===== src/rtl/booth4_mult_seq.sv =====
// booth4_mult_seq
//   Sequential radix-4 (modified Booth) multiplier for the multdiv unit.
//   It takes WIDTH-bit operands and produces the full 2*WIDTH product by
//   retiring two multiplier bits per clock. It sits beside the divider,
//   and the multdiv wrapper muxes the results and RDY of the two.
//
// Optional feature (compile-time macro MULT_UNSIGNED_EN):
//   If MULT_UNSIGNED_EN is defined, the is_unsigned input is added. When it
//   is 1 on the start edge, both operands are zero-extended and one extra
//   iteration is run. Without the macro the engine is always signed.
//
// Ports:
//   clock           in   1      single clock, rising edge
//   reset           in   1      asynchronous active-high reset, clears all state
//   ctrl_MULT       in   1      start pulse; operands sampled on this edge
//   data_operandA   in   WIDTH  multiplicand (mc)
//   data_operandB   in   WIDTH  multiplier (mp)
//   is_unsigned     in   1      (MULT_UNSIGNED_EN only) unsigned operation select
//   data_result     out  WIDTH  low half of product
//   data_result_hi  out  WIDTH  high half of product
//   data_exception  out  1      product does not fit in WIDTH bits
//   data_resultRDY  out  1      one-cycle pulse, result/exception valid
//   busy            out  1      high while iterating
//
// A restart (ctrl_MULT) in any state aborts the current operation.
// No RDY is issued for an aborted operation.

module booth4_mult_seq #(
  parameter int WIDTH = 32,
  parameter int CNT_W = 6
) (
  input  logic             clock,
  input  logic             reset,
  input  logic             ctrl_MULT,
  input  logic [WIDTH-1:0] data_operandA,
  input  logic [WIDTH-1:0] data_operandB,
`ifdef MULT_UNSIGNED_EN
  input  logic             is_unsigned,
`endif
  output logic [WIDTH-1:0] data_result,
  output logic [WIDTH-1:0] data_result_hi,
  output logic             data_exception,
  output logic             data_resultRDY,
  output logic             busy
);

  // The accumulator is WIDTH+2 bits wide. This lets -2*MIN_INT and
  // 2*(unsigned max) be represented. The multiplier field is also WIDTH+2
  // bits wide, so an unsigned operand can be zero-extended and consumed by
  // the extra iteration.
  localparam int EW = WIDTH + 2;
  localparam int PW = 2 * EW + 1;
  localparam logic [CNT_W-1:0] ITER_S = CNT_W'(WIDTH / 2);
  localparam logic [CNT_W-1:0] ITER_U = CNT_W'(WIDTH / 2 + 1);

  typedef enum logic [1:0] {
    IDLE,
    RUN,
    DONE
  } state_t;

  state_t state_q, state_d;

  logic [PW-1:0]      prod_q;
  logic [EW-1:0]      mc_q;
  logic [CNT_W-1:0]   counter_q;
  logic               unsigned_q;

  logic               start_unsigned;
  logic [EW-1:0]      mc_ext;
  logic [EW-1:0]      mp_ext;
  logic [EW-1:0]      addend;
  logic [EW-1:0]      acc_sum;
  logic [PW-1:0]      prod_shift;
  logic [2*WIDTH-1:0] final_prod;
  logic               final_exc;
  logic [CNT_W-1:0]   iter_limit;

`ifdef MULT_UNSIGNED_EN
  assign start_unsigned = is_unsigned;
`else
  assign start_unsigned = 1'b0;
`endif

  // Extend the operands to the working width on the start edge.
  // Signed operands are sign-extended; unsigned operands are zero-extended.
  assign mc_ext = start_unsigned ? {2'b00, data_operandA}
                                 : {{2{data_operandA[WIDTH-1]}}, data_operandA};
  assign mp_ext = start_unsigned ? {2'b00, data_operandB}
                                 : {{2{data_operandB[WIDTH-1]}}, data_operandB};

  assign iter_limit = unsigned_q ? ITER_U : ITER_S;

  // Booth digit decode.
  // The select is {P[2], P[1], helper}, and the helper bit is P[0].
  always_comb begin
    addend = '0;
    case (prod_q[2:0])
      3'b001, 3'b010: addend = mc_q;
      3'b011:         addend = {mc_q[EW-2:0], 1'b0};
      3'b100:         addend = ~{mc_q[EW-2:0], 1'b0} + 1'b1;
      3'b101, 3'b110: addend = ~mc_q + 1'b1;
      default:        addend = '0;
    endcase
  end

  // Add the digit into the upper field, then arithmetic-shift the whole
  // register right by two. The two bits that drop off are already-retired
  // multiplier bits.
  assign acc_sum    = prod_q[PW-1:EW+1] + addend;
  assign prod_shift = {{2{acc_sum[EW-1]}}, acc_sum, prod_q[EW:2]};

  // After the final iteration the product starts at bit 3 for a signed
  // operation, and at bit 1 for an unsigned one. The unsigned case ran one
  // extra shift over the same field width.
  assign final_prod = unsigned_q ? prod_q[2*WIDTH:1] : prod_q[2*WIDTH+2:3];

  // Signed overflow: the upper half plus the sign bit of the lower half are
  // not all copies of one bit. Unsigned overflow: any high-half bit is set.
  assign final_exc = unsigned_q ? (|final_prod[2*WIDTH-1:WIDTH])
                                : !((&final_prod[2*WIDTH-1:WIDTH-1]) ||
                                    (~|final_prod[2*WIDTH-1:WIDTH-1]));

  // State register.
  always_ff @(posedge clock or posedge reset) begin
    if (reset) begin
      state_q <= IDLE;
    end else begin
      state_q <= state_d;
    end
  end

  // Next-state logic. A start request wins from every state.
  // This is what makes a held ctrl_MULT restart the operation every cycle.
  always_comb begin
    state_d = state_q;
    if (ctrl_MULT) begin
      state_d = RUN;
    end else begin
      case (state_q)
        RUN:     if (counter_q == iter_limit) state_d = DONE;
        DONE:    state_d = IDLE;
        default: state_d = state_q;
      endcase
    end
  end

  assign data_resultRDY = (state_q == DONE);
  assign busy           = (state_q == RUN);

  // Datapath.
  // A start loads the operands and clears the counter. Each RUN cycle
  // retires one Booth digit. The cycle that sees the counter at its limit
  // publishes the product; the counter still steps on that cycle.
  always_ff @(posedge clock or posedge reset) begin
    if (reset) begin
      prod_q         <= '0;
      mc_q           <= '0;
      counter_q      <= '0;
      unsigned_q     <= 1'b0;
      data_result    <= '0;
      data_result_hi <= '0;
      data_exception <= 1'b0;
    end else if (ctrl_MULT) begin
      mc_q       <= mc_ext;
      prod_q     <= {{EW{1'b0}}, mp_ext, 1'b0};
      counter_q  <= '0;
      unsigned_q <= start_unsigned;
    end else if (state_q == RUN) begin
      counter_q <= counter_q + 1'b1;
      if (counter_q == iter_limit) begin
        data_result    <= final_prod[WIDTH-1:0];
        data_result_hi <= final_prod[2*WIDTH-1:WIDTH];
        data_exception <= final_exc;
      end else begin
        prod_q <= prod_shift;
      end
    end
  end

endmodule


===== config.mk =====
export PLATFORM = sky130hd
export DESIGN_NAME = booth4_mult_seq
export DESIGN_NICKNAME = d
export VERILOG_FILES = /design/src/rtl/booth4_mult_seq.sv
export SDC_FILE = /design/constraint.sdc
export NUM_CORES = 1
export LEC_CHECK = 0
export ABC_AREA = 0
export CAP_MARGIN = 20
export CORE_MARGIN = 3
export CORE_UTILIZATION = 45
export CTS_BUF_LIST = sky130_fd_sc_hd__clkbuf_4
export CTS_CLUSTER_DIAMETER = 40
export CTS_CLUSTER_SIZE = 8
export DETAILED_ROUTE_END_ITERATION = 10
export GPL_ROUTABILITY_DRIVEN = 0
export PLACE_DENSITY_LB_ADDON = 0.3
export SYNTH_ARGS = -nofsm -noshare
export SYNTH_HDL_FRONTEND = slang
export SYNTH_SLANG_ARGS = --single-unit

===== constraint.sdc =====
create_clock -name clock -period 11.8 [get_ports clock]
set_input_delay 2.95 -clock clock [delete_from_list [all_inputs] [get_ports clock]]
set_output_delay 2.95 -clock clock [all_outputs]
set_load 0.02 [all_outputs]

Word level (Yosys, flattened, before mapping):

Index checks and enable logic that the tools add are counted.

* output and inout port bits: 67
* bits of input ports: 67
* ROM bits: 0
* memory bits (writable): 0
* logic and storage cells: 46
* memories kept: 0
* latch bits: 0
* flip-flop bits (word level): 174

* shift-type cells: 0
* multipliers: 0
* equality and inequality tests: 11
* bitwise logic cells: 3
* $lt $le $gt $ge: 0
* reduce and logical (&&, ||, !) cells: 12
* mux-type cells: 9
* div/mod/pow operators: 0
* $add $sub $neg: 4

Operators by type and width (number)
* $mux W69: 3
* $pmux W34 S4: 1
* $add A34 B1 Y34 const B: 2
* $not A34 Y34: 2
* $add A34 B34 Y34: 1
* $reduce_and A33 Y1: 1
* $reduce_or A33 Y1: 1
* $mux W6: 2
* $eq A3 B3 Y1 const B: 3
* $add A6 B1 Y6 const B: 1
* $eq A3 B2 Y1 const B: 2
* $eq A6 B5 Y1 const B: 1
* $mux W2: 2
* $pmux W2 S2: 1
* $reduce_and A2 Y1: 2
* $reduce_or A2 Y1: 2
* $eq A3 B1 Y1 const B: 1
* $ne A3 B2 Y1 const B: 1
* $reduce_and A3 Y1: 1
* $reduce_bool A3 Y1: 1
* $eq A2 B1 Y1 const B: 1
* $eq A2 B2 Y1 const B: 1
* $logic_not A1 Y1: 2
* $ne A2 B2 Y1 const B: 1
* other kinds (3): 3

Logic depth before layout (Yosys ltp):

* depth after elaboration: 7
* gate-level depth with buffers: 19
* depth with buffers taken out: 19

Least setup slack after synthesis:

No wires, ideal clock.

* path kind: register to register
* from: register mc_q[0]
* to: register prod_q[60]
* buffers on the path: 0
* stages on the path, launching flop included: 20
* setup slack: 7379 ps
* arrival: 4300 ps
* cell sequence: dfrtp_1 inv_1 ha_1 nor2b_1 nand3_2 or3_4 or3_4 o31ai_4 xor2_1 o21ai_0 a22o_1 ha_1 nand2_1 o21ai_0 nor2_1 o2bb2ai_1 o31ai_1 a41oi_1 xnor2_1 a22o_1

* cells in the longest elaborated chain, start to end: 7

Ends and longest elaborated chain
* start: declaration: RTL line 65 `logic [EW-1:0] mc_q;`
* start signal: assignment: RTL line 165 `mc_q <= mc_ext;`
* $not A34 Y34, on equally long branches: RTL line 102, 101
* $add A34 B1 Y34, on equally long branches: RTL line 102, 101
* $pmux W34 S4 *: RTL line 98 `case (prod_q[2:0])`
* $add A34 B34 Y34 *: RTL line 110 `assign acc_sum = prod_q[PW-1:EW+1] + addend;`
* $mux W69 *: RTL line 171 `if (counter_q == iter_limit) begin`
* $mux W69 *: RTL line 169 `end else if (state_q == RUN) begin`
* $mux W69 *: RTL line 164 `end else if (ctrl_MULT) begin`
* end signal: assignment: RTL line 166 `prod_q <= {{EW{1'b0}}, mp_ext, 1'b0};`
* end signal: assignment: RTL line 176 `prod_q <= prod_shift;`
* end: declaration: RTL line 64 `logic [PW-1:0] prod_q;`

Mark *: on every way between the ends. The rest lies on a longest branch, timed or not. The select of a mux whose other input is x is not followed.
A chain may end at the register's enable or synchronous reset.

Worst setup path after layout:

* from: register state_q[0]
* to: output busy

* cells in the longest elaborated chain, start to end: 1

Ends and longest elaborated chain
* start: declaration: RTL line 62 `state_t state_q, state_d;`
* start signal: assignment: RTL line 129 `state_q <= state_d;`
* $eq A2 B1 Y1: RTL line 149 `assign busy = (state_q == RUN);`
* end: declaration: RTL line 44 `output logic busy`

Every way passes these cells.

==> key figures <==
Worst setup path
  – Worst EP required: 8850 ps
  – Worst setup path endpoint: busy
  – WP data arrival: 2260 ps
  – Critical setup path kind: reg2out
  – RR Endpoint: prod_q[60]
  – R2R cell count: 19
  – Slowest library cell on the worst path: clkdlybuf4s50_1
  – RR Startpoint: mc_q[0]
  – Endpoint class of the critical path: primary output
  – Reg2Reg Setup Slack: 6650 ps
  – Max stage delay on crit path: 620 ps
  – Crit-path max FO: 7
  – Worst path cell trace: nand2b_1 > clkinv_1 > clkdlybuf4s50_1
  – Startpoint Class: flip-flop
  – Crit path from: state_q[0]

Power
  – Leakage: 5.50 nW
  – VDD IR-drop max: 0.0767 mV
  – PwrDens: 150 nW/um2

Synth
  – Syn Area/Cell: 9.69 um2
  – Cells after synthesis: 1,071
  – Synthesized Nets: 1,175
  – Share of the synthesized area in the top cell type: 41.5%
  – Largest cells by area after synthesis: dfrtp_1 (41%), mux2_2 (10%), o21ai_0 (5.1%), nand2_1 (4.4%), ha_1 (4.3%)
  – Synth Register Bits: 172
  – Yosys warnings: 0
  – Synth unique cells: 73
  – Post-synth EDFFs: 0
  – Main flop type after synthesis: dfrtp_1
  – Post-synthesis sequential area ratio: 41.5%
  – Post-Syn Area: 10,400 um2
  – FFs w/ async S/R, synth: 100%
  – Synth area leader: dfrtp_1

STA
  – Hold Violations, Final: 0
  – Tcrit/Tclk final: 44.2%
  – Clk_skew: 32.7 ps
  – Tmin final: 5210 ps
  – Worst relative slew slack: 29.3%
  – Worst Max-Slew Pin Slew: 1050 ps
  – Final setup violation count: 0
  – Setup TNS: 0 ps
  – Achievable Freq: 192 MHz
  – RSZ-0062 raised after global routing: no
  – Max-slew violation count: 0

Placement
  – Post-place instance area: 11,900 um2
  – Dpl hpwl: 18,800 um
  – Cell count after placement: 1,433
  – Port Buf Inserts: 133

Floorplan
  – Row count: 54
  – Top-level I/O count: 134
  – Initial cell density of the core: 46.7%
  – Die H: 158 um
  – Die Area: 24,900 um2
  – Core area: 22,200 um2
  – Die width: 158 um

Route
  – DRC: 0
  – Iteration count of the initial detailed-routing pass: 8
  – Vias: 8,691
  – Antenna viol nets, final: 0
  – DRT Wirelength: 26,200 um
  – Routed length per placed instance: 17.9 um
  – Routed vias/inst: 5.92
  – DR iter-0 viols: 988

Clocking
  – # hold bufs at CTS: 0
  – CTS Sinks: 172
  – Root Driver: clkbuf_4
  – Clock slew at reported path FFs: 160 ps
  – Post-CTS Setup Bufs: 0
  – Inserted Clock Buffers: 17
  – CTS tree: yes
  – Clk buf depth: 2
  – PostCTS Resize Cnt: 0
  – H-tree depth: 4
  – Clock Latency Late Sink: 610 ps

GRT
  – Initial antenna violation count: 1
  – GRT Util Overall: 21.0%
  – Largest net degree at the start of global routing: 108
  – First-pass GRT wire length: 42,100 um
  – Grt ovf: 0
  – Vias in the first global route: 8,079

Worst hold path
  – Hold crit path type: reg2reg
  – Worst Hold Depth: 1

Finish
  – FF/Latch Area: 4300 um2
  – Area of the multi-input gates: 5770 um2
  – Fillers: 1,981
  – Final Cell Area: 12,200 um2
  – Post-Layout Cell Count: 1,467
  – Commonest non-fill, non-tap cells in the layout: dfrtp_1 (172), clkdlybuf4s50_1 (132), nand2_1 (122), o21ai_0 (105), mux2_2 (94)
  – Fraction of layout cells with a size suffix above 1: 13.5%
  – Most common library cell in the layout ignoring fill and taps: dfrtp_1
  – Area grow syn2layout: 17.5%
  – Nets: 1,276

Outcome
  – Status: finished clean

Flow run
  – Max-cap violations: 0
==> through the flow <==
| step | util, % | setup WS, ps | total power, mW | hold slack [ps] |
|---|---|---|---|---|
| detailed placement | 53.5 | 6730 | 1.48 | 495 |
| finish | 54.8 | 6590 | 1.83 | 525 |
| global placement | 53.5 | 6740 | 1.47 | 490 |
| floorplan | - | 4190 | 1.29 | 501 |
| global route | 54.8 | 6260 | 1.95 | 546 |
| CTS | 54.8 | 6540 | 1.83 | 529 |
==> worst min-delay path by stage <==
| stage | slack (ps) | end | start |
|---|---|---|---|
| final | 530 | data_result_hi[5] | data_result_hi[5] |
| after global routing | 550 | data_result_hi[6] | data_result_hi[6] |
| after CTS | 530 | data_result_hi[13] | data_result_hi[13] |
| after detailed placement | 490 | data_result[9] | data_result[9] |
| after global placement | 490 | data_result[28] | data_result[28] |
| after floorplan | 500 | data_result[0] | prod_q[3] |
==> final cells by class <==
class / instances / share of cell area (%)
Inverter: 16 / 0.534
Multi-Input combinational cell: 822 / 47.3
Sequential cell: 172 / 35.3
Antenna cell: 2 / 0.0411
Clock buffer: 17 / 1.05
Tap cell: 280 / 2.87
Timing Repair Buffer: 143 / 11.5
Clock inverter: 15 / 1.36
==> cells in the mapped netlist, drive strengths merged (3+ instances only) <==
cell / count
o21a: 6
nand4: 17
mux2: 94
nor2b: 5
a221oi: 6
mux2i: 34
o21ai: 107
a21boi: 3
or4: 7
or2: 5
inv: 13
o31ai: 6
xnor2: 35
a31o: 3
and3: 4
a22oi: 22
xor2: 26
nand2b: 8
buf: 10
a21oi: 47
nand2: 122
nand3: 16
nor3: 21
o221ai: 3
clkbuf: 51
ha: 36
a31oi: 9
o311ai: 3
nor2: 68
a22o: 30
nor4: 15
a21o: 13
and4: 4
dfrtp: 172
and2: 3
or3: 12
clkinv: 3
==> routing by layer <==
metal	vias to the layer above	track usage (%)	wire [um]
met5	-	0	0
met4	0	6.28	399
met3	36	3.69	1740
met2	312	32.6	12200
met1	4193	30.2	11900
li1	4150	-	-
==> cells by family after synthesis <==
kind of cell | count (synthesis) | share of synthesized area [%]
xor+xnor | 61 | 5.15
buf+inv | 77 | 3.11
mux | 128 | 13.5
fa+ha+maj | 37 | 4.53
simple gates | 311 | 14.4
compound gates | 285 | 17.8
flops | 172 | 41.5
==> critical path, delay by kind of cell (launching register included) <==
family,cells,cell delay [ps]
buf+inv,2,940
flops,1,440
simple gates,1,290
==> sequential cells by signal, indices dropped and copies added (netlist names) <==
| signal | count |
|---|---|
| prod_q | 67 |
| state_q | 2 |
| mc_q | 32 |
| data_result_hi | 32 |
| data_result | 32 |
| data_exception | 1 |
| counter_q | 6 |
==> power breakdown <==
group / internal (mW) / switching [mW]
registers: 0.669 / 0.127
clock network: 0.0997 / 0.253
logic: 0.315 / 0.366
total: 1.08 / 0.746
Power figures use the tool's default switching activity.
==> patch 1: new RTL, same flow settings <==
The option `MULT_UNSIGNED_EN` is turned on by a define.
--- a/src/rtl/booth4_mult_seq.sv
+++ b/src/rtl/booth4_mult_seq.sv
@@ -24,6 +24,8 @@
 //
 // A restart (ctrl_MULT) in any state aborts the current operation.
 // No RDY is issued for an aborted operation.
+
+`define MULT_UNSIGNED_EN
 
 module booth4_mult_seq #(
   parameter int WIDTH = 32,
Ports: changed (added is_unsigned); port bits go from 134 to 135. No check against the original RTL was run, so the function may have changed too.
==> patch 1 against the original RTL <==
  * Power up 7.9%
  * Critical path depth increased by 15
  * Wire length grew 11%
  * Core utilization is 0.36 points lower
  * Synthesized area up 6.8%
  * Hold slack lost 0.026 ns
  * Via count increased by 12%
  * Maximum frequency shrank 8.3%
  * Global-route usage increased by 0.92 points
  * Sequential cell count is 2 higher
  * Clock power increased by 6.8%
  * Cell area is 6.5% higher
  * Setup slack got worse by 0.47 ns
==> patch 1: results (changes against the original RTL) <==
- Status: finished clean
- Via count: 9,772 (+12%)
- WHS: 0.499 ns (-0.0263 ns)
- Min-Delay Startpoint: data_result_hi[8]
- Leak: 5.53 nW (+0.64%)
- Multiplexer area fraction after synthesis: 0.121 (-0.0139)
- Router iterations before antenna repair: 5 (-3)
- Placed insts: 1,650 (+15%)
- Final Net Count: 1,455 (+14%)
- Max Clock Skew: 0.0516 ns (+0.0190 ns)
- Post-synthesis async set-or-reset flop share: 1.00 (unchanged)
- Xor/xnor cell area share of the yosys netlist: 0.0522 (+0.000667)
- Share of cells above drive strength 1: 0.0711 (-0.0639)
- Synth Area in Compound Gates: 0.180 (+0.00230)
- R2R cell count: 18 (-1)
- Postcts setup bufs: 0 (unchanged)
- Arr. time, crit path: 6.23 ns (+3.97 ns)
- Critical Path Max Stage Delay: 0.56 ns (-0.06 ns)
- Netlist cell types: 61 (-16%)
- Overall global routing resource usage: 0.219 (+0.00918)
- Iter 0 DRT Violations: 966 (-2.2%)
- First-pass GRT wire length: 47,200 µm (+12%)
- Clock Pin Slew Worst Setup and Hold Paths: 0.19 ns (+0.03 ns)
- Synth Area in Adders: 0.0413 (-0.00402)
- Via density: 5.80 (-2.1%)
- Slowest-stage cell, CP: or4_4
- Worst R2R Start: mc_q[7]
- Top post-synthesis cells by area: dfrtp_1 39%, mux2i_1 8.9%, nand2_1 7.5%, o21ai_0 7.0%, ha_1 4.0%
- FF-to-FF setup slack: 6.12 ns (-0.53 ns)
- Syn_nets: 1,370 (+17%)
- VDD IR-drop max: 0.0000976 V (+27%)
- Initial antenna violation count: 1 (unchanged)
- Routed WL per cell: 17.3 µm (-2.9%)
- Sequential area share after synthesis: 0.393 (-0.0219)
- Post-synth top cells: 222 x nand2_1, 174 x dfrtp_1, 154 x o21ai_0
- Syn Area/Cell: 8.75 µm² (-9.6%)
- Clk root buf: clkbuf_4
- CP Max Fanout: 8 (+1)
- Crit path max-delay family: simple AND/OR/NAND/NOR gates
- WHS Endpoint: data_result_hi[8]
- Largest net degree at the start of global routing: 131 (+21%)
- I/O Buffers: 134 (+0.75%)
- Hold Crit Depth: 2 (+1)
- Vias in the first global route: 8,940 (+11%)
- Max_slew headroom: 0.340 (+0.0468)
- Worst Hold Class: reg -> reg
- RR Endpoint: prod_q[64]
- HPWL Detailed: 20,700 µm (+9.9%)
patch 1: cell count changes after synthesis, moves of 19 or more:
cell / unedited run / this run
a22o_1: 30 / 0
o21ai_0: 105 / 154
mux2_2: 94 / 31
clkbuf_1: 51 / 70
nand2_1: 122 / 222
mux2i_1: 34 / 99
patch 1: worst register-to-register path: stages, from the launching register on:
cell	delay, ns
dfrtp_1	0.50
or4_4	0.56
or4_4	0.55
or3_4	0.36
or3_4	0.35
or3_4	0.35
and2_4	0.17
xor2_1	0.13
nand2_1	0.07
o211ai_1	0.10
ha_1	0.39
a21oi_1	0.28
or3b_2	0.46
a21boi_0	0.29
a21oi_1	0.21
o41ai_1	0.47
xnor2_1	0.17
nand2_1	0.07
a21oi_1	0.16
patch 1: layer usage:
layer	part of all wire	up-vias	track usage
met1	0.48	4653	0.328
met4	0.012	0	0.0442
met2	0.45	371	0.333
met3	0.066	26	0.0420
li1	-	4722	-
met5	0	-	0
patch 1: cell families (layout without fill, tap and decap cells):
kind of cell    count (synthesis)  in the layout
other cells                     0              1
compound gates                336            336
simple gates                  427            427
xor+xnor                       66             66
mux                           130            130
fa+ha+maj                      36             36
flops                         174            174
buf+inv                        97            195
patch 1: worst max-delay path by stage:
stage	startpoint	end	slack, ns
after floorplan	reset	counter_q[0]	4.13
after global placement	mc_q[7]	prod_q[64]	6.35
after detailed placement	mc_q[7]	prod_q[64]	6.18
after CTS	mc_q[7]	prod_q[64]	6.14
after global routing	mc_q[7]	prod_q[64]	5.82
final	mc_q[7]	prod_q[64]	6.12
patch 1: power by group:
| group | leakage, nW | internal, mW | switching (mW) |
|---|---|---|---|
| clock | 0.172 | 0.106 | 0.269 |
| combinational | 3.11 | 0.347 | 0.418 |
| sequential | 2.25 | 0.675 | 0.160 |
patch 1: final cells by class:
type | count | area, µm²
inverters | 16 | 65.1
multi-input cells | 995 | 6370
fillers | 2196 | 10800
clock inverters | 15 | 201
flip-flops and latches | 174 | 4360
well taps | 319 | 399
diodes | 1 | 2.50
clock buffers | 17 | 128
repair buffers | 147 | 1460
patch 1: through the flow:
stage | setup WS, ns | area (µm²) | util
2_1_floorplan | 4.13 | 11100 | -
3_3_place_gp | 6.35 | 12600 | 0.530
3_5_place_dp | 6.18 | 12600 | 0.530
4_1_cts | 6.14 | 13000 | 0.544
5_1_grt | 5.82 | 13000 | 0.545
6_report | 6.12 | 13000 | 0.545
==> patch 2: new RTL, same flow settings <==
Without the edit above. Reset style: synchronous (`reset`), changed in 2 clocked blocks. Comments in the files are not updated.
--- a/src/rtl/booth4_mult_seq.sv
+++ b/src/rtl/booth4_mult_seq.sv
@@ -122,7 +122,7 @@
                                     (~|final_prod[2*WIDTH-1:WIDTH-1]));
 
   // State register.
-  always_ff @(posedge clock or posedge reset) begin
+  always_ff @(posedge clock) begin
     if (reset) begin
       state_q <= IDLE;
     end else begin
@@ -152,7 +152,7 @@
   // A start loads the operands and clears the counter. Each RUN cycle
   // retires one Booth digit. The cycle that sees the counter at its limit
   // publishes the product; the counter still steps on that cycle.
-  always_ff @(posedge clock or posedge reset) begin
+  always_ff @(posedge clock) begin
     if (reset) begin
       prod_q         <= '0;
       mc_q           <= '0;
Function: differs if reset is asserted again (counterexample within 4 cycles, from zero or initial values and one cycle with reset high); with reset held inactive, the same outputs for 10 cycles.
==> patch 2 against the original RTL <==
  * Cell area shrank 4.5%
  * Hold slack lost 0.060 ns
  * Setup slack lost 0.23 ns
  * Sequential cell count is the same
  * Non-clock buffer count grew 2
  * Wire length grew 3.1%
  * Register-to-register slack lost 0.29 ns
  * Synthesized area shrank 3.1%
  * Final cell count grew 17%
  * Largest cell class unchanged
Power is not compared: it rests on default switching activity, and its combinational part moved more than twofold at a synthesized area within 25%.
==> patch 2: results (changes against the original RTL) <==
- Met3 Wirelength: 1660 µm (-4.7%)
- Post-synth top cells: 314 x nand2_1, 202 x a21oi_1, 172 x dfxtp_1
- Clock buffer count from CTS: 17 (unchanged)
- WL final: 27,000 µm (+3.1%)
- Post-synthesis async set-or-reset flop share: 0 (-1.00)
- Overall global routing resource usage: 0.219 (+0.00927)
- Syn_nets: 1,468 (+25%)
- Via count: 9,762 (+12%)
- Transition time of the tightest slew-check pin: 0.863 ns (-0.184 ns)
- Latest clock arrival within the worst-skew pair: 0.58 ns (-0.03 ns)
- Metal2 WL: 12,000 µm (-2.1%)
- Number of flip-flops in the largest register: 67 (unchanged)
- Max Clock Skew: 0.0285 ns (-0.00420 ns)
- Iter 0 DRT Violations: 831 (-16%)
- Router iterations before antenna repair: 5 (-3)
- VDD IR-drop max: roughly 0.000053 V
- Sequential area share after synthesis: 0.342 (-0.0723)
- Share of cells above drive strength 1: 0.0458 (-0.0893)
- Leak: 4.37 nW
- Largest net degree at the start of global routing: 75 (-31%)
- Critical Path Max Stage Delay: 0.72 ns (+0.10 ns)
- Placed insts: 1,690 (+18%)
- Most used DFF post-synth: dfxtp_1
- CP Max Fanout: 48 (+41)
- Arr. time, crit path: 5.90 ns (+3.64 ns)
- Status: finished clean
- Cells after synthesis: 1,364 (+27%)
- Top post-synthesis cells by area: dfxtp_1 34%, nand2_1 12%, a21oi_1 10%, ha_1 4.5%, nor2_1 4.5%
- Vias in the first global route: 8,752 (+8.3%)
- Worst Hold Class: reg -> reg
- Wire length on met1: 13,000 µm (+9.3%)
- I/O Buffers: 133 (unchanged)
- Slowest-stage cell, CP: o41ai_1
- Routed WL per cell: 15.7 µm (-12%)
- First-pass GRT wire length: 44,200 µm (+4.9%)
- Most frequent cell after synthesis: nand2_1
- HPWL Detailed: 19,200 µm (+1.9%)
- Netlist cell types: 59 (-19%)
-- patch 2: power by group through the flow --
| stage | sequential [mW] | clock (mW) | combinational (mW) |
|---|---|---|---|
| 2_1_floorplan | 0.622 | 0 | 0.163 |
| 3_3_place_gp | 0.634 | 0 | 0.207 |
| 3_5_place_dp | 0.635 | 0 | 0.209 |
| 4_1_cts | 0.622 | 0.341 | 0.210 |
| 5_1_grt | 0.626 | 0.362 | 0.236 |
| 6_report | 0.623 | 0.331 | 0.212 |
-- patch 2: path summary, 6_finish.rpt --
path	from	to	slack, ns	cells past startpoint
max	prod_q[2]	prod_q[64]	6.36	19
min	data_result_hi[18]	data_result_hi[18]	0.46	2
max reg2reg	prod_q[2]	prod_q[64]	6.36	19
min reg2reg	data_result_hi[18]	data_result_hi[18]	0.46	2
-- patch 2: layer usage --
layer / track usage / vias up
met5: 0 / -
met4: 0.0554 / 0
met3: 0.0403 / 30
met2: 0.331 / 310
met1: 0.324 / 4550
li1: - / 4872
-- patch 2: critical path, delay by kind of cell, from the launching register on --
kind | cells | cell delay (ns)
buffers and inverters | 4 | 0.92
flip-flops | 1 | 0.34
AO/OA/AOI/OAI | 8 | 2.76
adder cells (fa/ha/maj) | 1 | 0.23
AND/OR/NAND/NOR | 6 | 1.06
-- patch 2: through the flow --
stage / total power, mW / util / cell area, µm² / worst slack, ns / hold slack (ns)
5_1_grt: 1.22 / 0.532 / 11600 / 5.92 / 0.483
2_1_floorplan: 0.785 / - / 10100 / 7.07 / 0.433
3_5_place_dp: 0.844 / 0.519 / 11400 / 6.48 / 0.447
4_1_cts: 1.17 / 0.532 / 11600 / 6.43 / 0.467
3_3_place_gp: 0.840 / 0.519 / 11400 / 6.58 / 0.443
6_report: 1.17 / 0.532 / 11600 / 6.36 / 0.465
-- patch 2: cells by family after synthesis --
| group | synth area share |
|---|---|
| simple gates | 0.244 |
| compound gates | 0.219 |
| flops | 0.342 |
| buf+inv | 0.0538 |
| xor+xnor | 0.0584 |
| fa+ha+maj | 0.0468 |
| mux | 0.0348 |
-- patch 2: layout make-up --
| class | count | area (µm²) |
|---|---|---|
| multi-input cells | 1074 | 6080 |
| repair buffers | 145 | 1420 |
| clock buffers | 17 | 128 |
| clock inverters | 15 | 149 |
| fillers | 2211 | 10200 |
| flip-flops and latches | 172 | 3440 |
| diodes | 1 | 2.50 |
| inverters | 19 | 71.3 |
| well taps | 280 | 350 |
